## config.mk

```make
export PLATFORM = sky130hd
export DESIGN_NAME = net_tx_mux
export DESIGN_NICKNAME = d
export VERILOG_FILES = /design/src/rtl/net_tx_mux.sv
export SDC_FILE = /design/constraint.sdc
export NUM_CORES = 1
export LEC_CHECK = 0
export CAP_MARGIN = 25
export CORE_UTILIZATION = 46
export DETAILED_ROUTE_END_ITERATION = 10
export PLACE_DENSITY = 0.81
export SETUP_SLACK_MARGIN = 0.4
export SYNTH_ARGS = -nofsm -noshare
export SYNTH_HDL_FRONTEND = slang
export SYNTH_SLANG_ARGS = --single-unit
export TNS_END_PERCENT = 10
```

## constraint.sdc

```tcl
create_clock -name logic_clk -period 2.57 [get_ports logic_clk]
set_clock_uncertainty 0.05 [all_clocks]
set_input_delay 0.514 -clock logic_clk [delete_from_list [all_inputs] [get_ports logic_clk]]
set_output_delay 0.514 -clock logic_clk [all_outputs]
set_load 0.02 [all_outputs]
```

## src/rtl/net_tx_mux.sv

```systemverilog
// Frame-granular round-robin multiplexer merging CH_NUM protocol tx streams onto one net tx stream.
// Define NET_TX_MUX_IFG_EN to compile in the inter-frame GAP state and its gap counter.
module net_tx_mux #(
  parameter int CH_NUM          = 3,
  parameter int DATA_WIDTH      = 8,
  parameter int MAX_FRAME_BYTES = 1518,
  parameter int IFG_CYCLES      = 12
) (
  input  logic                         logic_clk,
  input  logic                         logic_rst,
  input  logic [CH_NUM*DATA_WIDTH-1:0] ch_tdata_in,
  input  logic [CH_NUM-1:0]            ch_tvalid_in,
  output logic [CH_NUM-1:0]            ch_tready_out,
  input  logic [CH_NUM-1:0]            ch_tlast_in,
  output logic [DATA_WIDTH-1:0]        net_tdata_out,
  output logic                         net_tvalid_out,
  input  logic                         net_tready_in,
  output logic                         net_tlast_out,
  output logic [CH_NUM-1:0]            grant_out,
  output logic                         len_err_out
);

  localparam int CNT_W = $clog2(MAX_FRAME_BYTES + 1);
  localparam int SEL_W = (CH_NUM > 1) ? $clog2(CH_NUM) : 1;

  localparam logic [1:0] ST_IDLE = 2'd0;
  localparam logic [1:0] ST_XFER = 2'd1;
  localparam logic [1:0] ST_DROP = 2'd2;
`ifdef NET_TX_MUX_IFG_EN
  localparam logic [1:0] ST_GAP  = 2'd3;
  localparam logic [1:0] ST_DONE = ST_GAP;
  localparam int         GAP_W   = $clog2(IFG_CYCLES + 1);
`else
  localparam logic [1:0] ST_DONE = ST_IDLE;
`endif

  if (CH_NUM < 1 || CH_NUM > 8 || DATA_WIDTH < 1 || MAX_FRAME_BYTES < 2 || IFG_CYCLES < 1)
  begin : g_param_check
    $error("net_tx_mux: parameter out of range");
  end

  logic [1:0]            state_q, state_d;
  logic [CH_NUM-1:0]     grant_q, grant_d;
  logic [SEL_W-1:0]      last_q, last_d;
  logic [CNT_W-1:0]      cnt_q, cnt_d;
  logic                  len_err_q, len_err_d;
`ifdef NET_TX_MUX_IFG_EN
  logic [GAP_W-1:0]      gap_q, gap_d;
`endif

  logic [DATA_WIDTH-1:0] sel_data;
  logic                  sel_valid;
  logic                  sel_last;
  logic                  force_last;
  logic                  rr_found;
  logic [SEL_W-1:0]      rr_idx;
  logic [CH_NUM-1:0]     rr_onehot;

  // The one-hot grant steers the selected channel onto the net side.
  always_comb begin
    // NOTE: every signal gets a default before any branch, so no path leaves it unassigned and no latch is inferred.
    sel_data  = '0;
    sel_valid = 1'b0;
    sel_last  = 1'b0;
    for (int i = 0; i < CH_NUM; i++) begin
      if (grant_q[i]) begin
        sel_data  = ch_tdata_in[i*DATA_WIDTH +: DATA_WIDTH];
        sel_valid = ch_tvalid_in[i];
        sel_last  = ch_tlast_in[i];
      end
    end
  end

  // Search order starts one past the previous winner and wraps.
  always_comb begin
    rr_found  = 1'b0;
    rr_idx    = '0;
    rr_onehot = '0;
    for (int k = 1; k <= CH_NUM; k++) begin
      for (int i = 0; i < CH_NUM; i++) begin
        if (!rr_found && (i == (int'(last_q) + k) % CH_NUM) && ch_tvalid_in[i]) begin
          rr_found     = 1'b1;
          rr_idx       = SEL_W'(i);
          rr_onehot[i] = 1'b1;
        end
      end
    end
  end

  assign force_last = (cnt_q == CNT_W'(MAX_FRAME_BYTES - 1)) && !sel_last;

  always_comb begin
    state_d   = state_q;
    grant_d   = grant_q;
    last_d    = last_q;
    cnt_d     = cnt_q;
    len_err_d = 1'b0;
`ifdef NET_TX_MUX_IFG_EN
    gap_d     = (state_q == ST_GAP) ? gap_q : '0;
`endif
    case (state_q)
      ST_IDLE: begin
        if (rr_found) begin
          grant_d = rr_onehot;
          last_d  = rr_idx;
          cnt_d   = '0;
          state_d = ST_XFER;
        end
      end
      ST_XFER: begin
        if (sel_valid && net_tready_in) begin
          if (sel_last) begin
            state_d = ST_DONE;
          end else if (force_last) begin
            len_err_d = 1'b1;
            state_d   = ST_DROP;
          end else begin
            cnt_d = cnt_q + 1'b1;
          end
        end
      end
      ST_DROP: begin
        // Ready is held high here, so any valid beat is consumed.
        if (sel_valid && sel_last) state_d = ST_DONE;
      end
`ifdef NET_TX_MUX_IFG_EN
      ST_GAP: begin
        if (gap_q == GAP_W'(IFG_CYCLES - 1)) state_d = ST_IDLE;
        else                                 gap_d   = gap_q + 1'b1;
      end
`endif
      default: state_d = ST_IDLE;
    endcase
  end

  always_comb begin
    net_tdata_out  = '0;
    net_tvalid_out = 1'b0;
    net_tlast_out  = 1'b0;
    ch_tready_out  = '0;
    grant_out      = '0;
    if (state_q == ST_XFER) begin
      net_tdata_out  = sel_data;
      net_tvalid_out = sel_valid;
      net_tlast_out  = sel_last || force_last;
      ch_tready_out  = net_tready_in ? grant_q : '0;
      grant_out      = grant_q;
    end else if (state_q == ST_DROP) begin
      ch_tready_out  = grant_q;
      grant_out      = grant_q;
    end
  end

  assign len_err_out = len_err_q;

  // NOTE: all control state is reset; the data path is pure combinational steering and holds no storage.
  always_ff @(posedge logic_clk or negedge logic_rst) begin
    if (!logic_rst) begin
      state_q   <= ST_IDLE;
      grant_q   <= '0;
      last_q    <= SEL_W'(CH_NUM - 1);
      cnt_q     <= '0;
      len_err_q <= 1'b0;
`ifdef NET_TX_MUX_IFG_EN
      gap_q     <= '0;
`endif
    end else begin
      // NOTE: non-blocking assignments so every register samples the pre-edge values.
      state_q   <= state_d;
      grant_q   <= grant_d;
      last_q    <= last_d;
      cnt_q     <= cnt_d;
      len_err_q <= len_err_d;
`ifdef NET_TX_MUX_IFG_EN
      gap_q     <= gap_d;
`endif
    end
  end

endmodule

```

==> results.toml <==
[status]
outcome = "complete, no violations"

[setup_path]
path_max_fanout = 3
rrSetupSlack_ps = 450
end_kind = "output pin"
cp-start-kind = "flip-flop"
critical_path_required_ps = 2010
cp_data_arrival_time_ps = 1770
ff2ff_path_depth = 7
critPathKind = "reg2out"

[clock_network]
h-tree-depth = 1
cts-root-buf = "clkbuf_4"
path_clk_slew_ps = 110
clkLatencyLatePin_ps = 310
clk_path_buf_depth = 2
cts_tree = "built"
postCtsHoldBufs = 0
cts_buffers = 3
clock_sinks = 19

[synthesis]
synth_cell_type_count = 42
ys_seq_area_frac = 0.321
postSynthCellCount = 177
synth_area_mm2 = 0.00149
ys_ff_latch = 19
async_flop_share = 1.00
yosys_warnings = 0
synth_edf_count = 0
syn_avg_cell_area_um2 = 8.40
synth_ff_type = "dfrtp_1"
synth_nets = 214

[drt]
wl_met2_mm = 2.14
ant_nets = 0
met3_length_um = 269
top_layer_used = "met4"
routedWlPerCell_um = 15.4
first_pass_iters = 4
wl_met1_mm = 1.96
vias = 1655
first_iter_violations = 90
vias_per_cell = 5.73
drc = 0
finalWirelength_mm = 4.46

[timing]
setup_viol = 0
max_freq_mhz = 428
tightest_slew_ps = 545
rsz0062_at_grt = "yes"
slew_viol_final = 0
min_period_over_period = 0.909
min_period_ps = 2340
setup_tns_ps = 0
slew_headroom = 0.637
hold_viol_final = 0

[finish]
layout_commonest_cell = "clkdlybuf4s50_1"
layout.nets = 283
design_area_mm2 = 0.00219
drive_gt1_frac = 0.171
fillers = 262
mostFrequentLayoutCells = "clkdlybuf4s50_1, buf_4, dfrtp_1, nand2_1, dlygate4sd2_1"
area_growth_pct = 47.3
diodes = 0

[die]
ioPinCount = 50
initial_core_util = 0.487
core_mm2 = 0.00305
chipHeight_um = 58.8
dieArea_mm2 = 0.00346
rows = 20
fp.dieW_um = 58.8

[grt]
antenna_found_initial = 0
grt_pass1_wl_mm = 7.12
grt_usage = 0.273
overflow = 0
grt_max_degree = 20
grt_pass1_vias = 1588

[placed_design]
place_hpwl_mm = 3.53
dpl-instance-area_mm2 = 0.00216
io_buffers = 49
gp_congestion = 0.924

[power_and_ir_drop]
vdd_ir_drop_max_mv = 0.632
p_leak_nw = 1.00
p_per_area_mw_per_mm2 = 855

[worst_hold_path]
hp-class = "in2async"

[run]
drv_cap = 0
-- where the power goes --
group / total (mW) / switching [mW] / internal (mW)
Sequential: 0.458 / 0.0800 / 0.378
Clock: 0.158 / 0.0986 / 0.0595
Combinational: 1.26 / 0.684 / 0.572
Total: 1.87 / 0.863 / 1.01
-- cell usage after synthesis, types with 2 or more instances --
| library cell | n | share of area |
|---|---|---|
| nand2_1 | 14 | 0.035 |
| and3_1 | 2 | 0.0084 |
| a21o_1 | 4 | 0.020 |
| nand2b_1 | 7 | 0.029 |
| a221oi_1 | 8 | 0.047 |
| nor2b_1 | 11 | 0.046 |
| o21ai_0 | 10 | 0.034 |
| nor2_1 | 4 | 0.010 |
| and2_1 | 7 | 0.029 |
| or2_2 | 2 | 0.0084 |
| buf_6 | 3 | 0.023 |
| nand4_1 | 4 | 0.017 |
| nor4_1 | 6 | 0.025 |
| o31ai_1 | 4 | 0.020 |
| nand3_1 | 4 | 0.013 |
| ha_1 | 4 | 0.034 |
| o311ai_0 | 2 | 0.012 |
| o211a_1 | 2 | 0.013 |
| mux2i_1 | 5 | 0.034 |
| nor3_1 | 13 | 0.044 |
| inv_1 | 11 | 0.028 |
| a41oi_1 | 3 | 0.018 |
| or4_4 | 2 | 0.015 |
| a21oi_1 | 5 | 0.017 |
| dfrtp_1 | 18 | 0.30 |
| clkbuf_1 | 6 | 0.015 |
-- state kept, by name (all words and copies together), names as in the netlist --
register and count:
cnt_q 11, grant_q 3, last_q 2, state_q 2, len_err_out 1
-- worst paths after layout --
| check | from | endpoint |
|---|---|---|
| setup / recovery | cnt_q[9] | net_tlast_out |
| hold reg to reg | last_q[1] | last_q[1] |
| max in group asynchronous | logic_rst | last_q[1] |
| setup reg to reg | grant_q[1] | cnt_q[3] |
| hold / removal | logic_rst | cnt_q[9] |
| min in group logic_clk | last_q[1] | last_q[1] |
-- logic make-up (layout without fill, tap and decap cells) --
family                     count (synthesis)  in the layout  share of synthesized area
DFF                                       19             19                      0.321
adders and majority gates                  4              4                     0.0337
AOI/OAI and AO/OA                         46             46                      0.227
buffers and inverters                     22             90                     0.0724
muxes                                      5              5                     0.0337
and+or+nand+nor                           81             81                      0.312
-- final cells by class --
class,count,area [um^2],share of cell area
tap,44,55.1,0.0251
multi-input combinational,136,916,0.418
clock inverter,1,7.51,0.00343
sequential,19,478,0.218
timing repair buffer,75,669,0.306
clock buffer,3,22.5,0.0103
inverter,11,41.3,0.0189
-- repair_timing --
| action | 4_1_cts | 5_1_grt |
|---|---|---|
| endpoints found under the hold margin | 0 | 0 |
| buffers inserted | 0 | 1 |
| gates resized for setup | 25 | 2 |
| pin swaps | 2 | 2 |
| setup endpoints to repair | 16 | 16 |
-- through the flow --
stage	util	std cells	hold WS, ps	worst slack (ps)	power, mW
2_1_floorplan	-	177	168	426	1.22
3_3_place_gp	0.707	284	453	-15.6	1.71
3_5_place_dp	0.707	284	484	-23.1	1.76
4_1_cts	0.714	288	476	200	1.87
5_1_grt	0.717	289	498	172	2.02
6_report	0.717	289	471	234	1.87
-- routing by layer --
metal | track usage | up-vias
met5 | 0 | -
met4 | 0.0952 | 0
met3 | 0.0571 | 10
met2 | 0.453 | 58
met1 | 0.351 | 790
li1 | - | 797
-- worst max-delay path, cell delays in order (launching register included) --
cell	delay (ps)
dfrtp_1	420
nand4b_1	210
or4_4	540
a21oi_2	160
buf_6	130
Note: power is estimated with default switching activity, not from simulation.
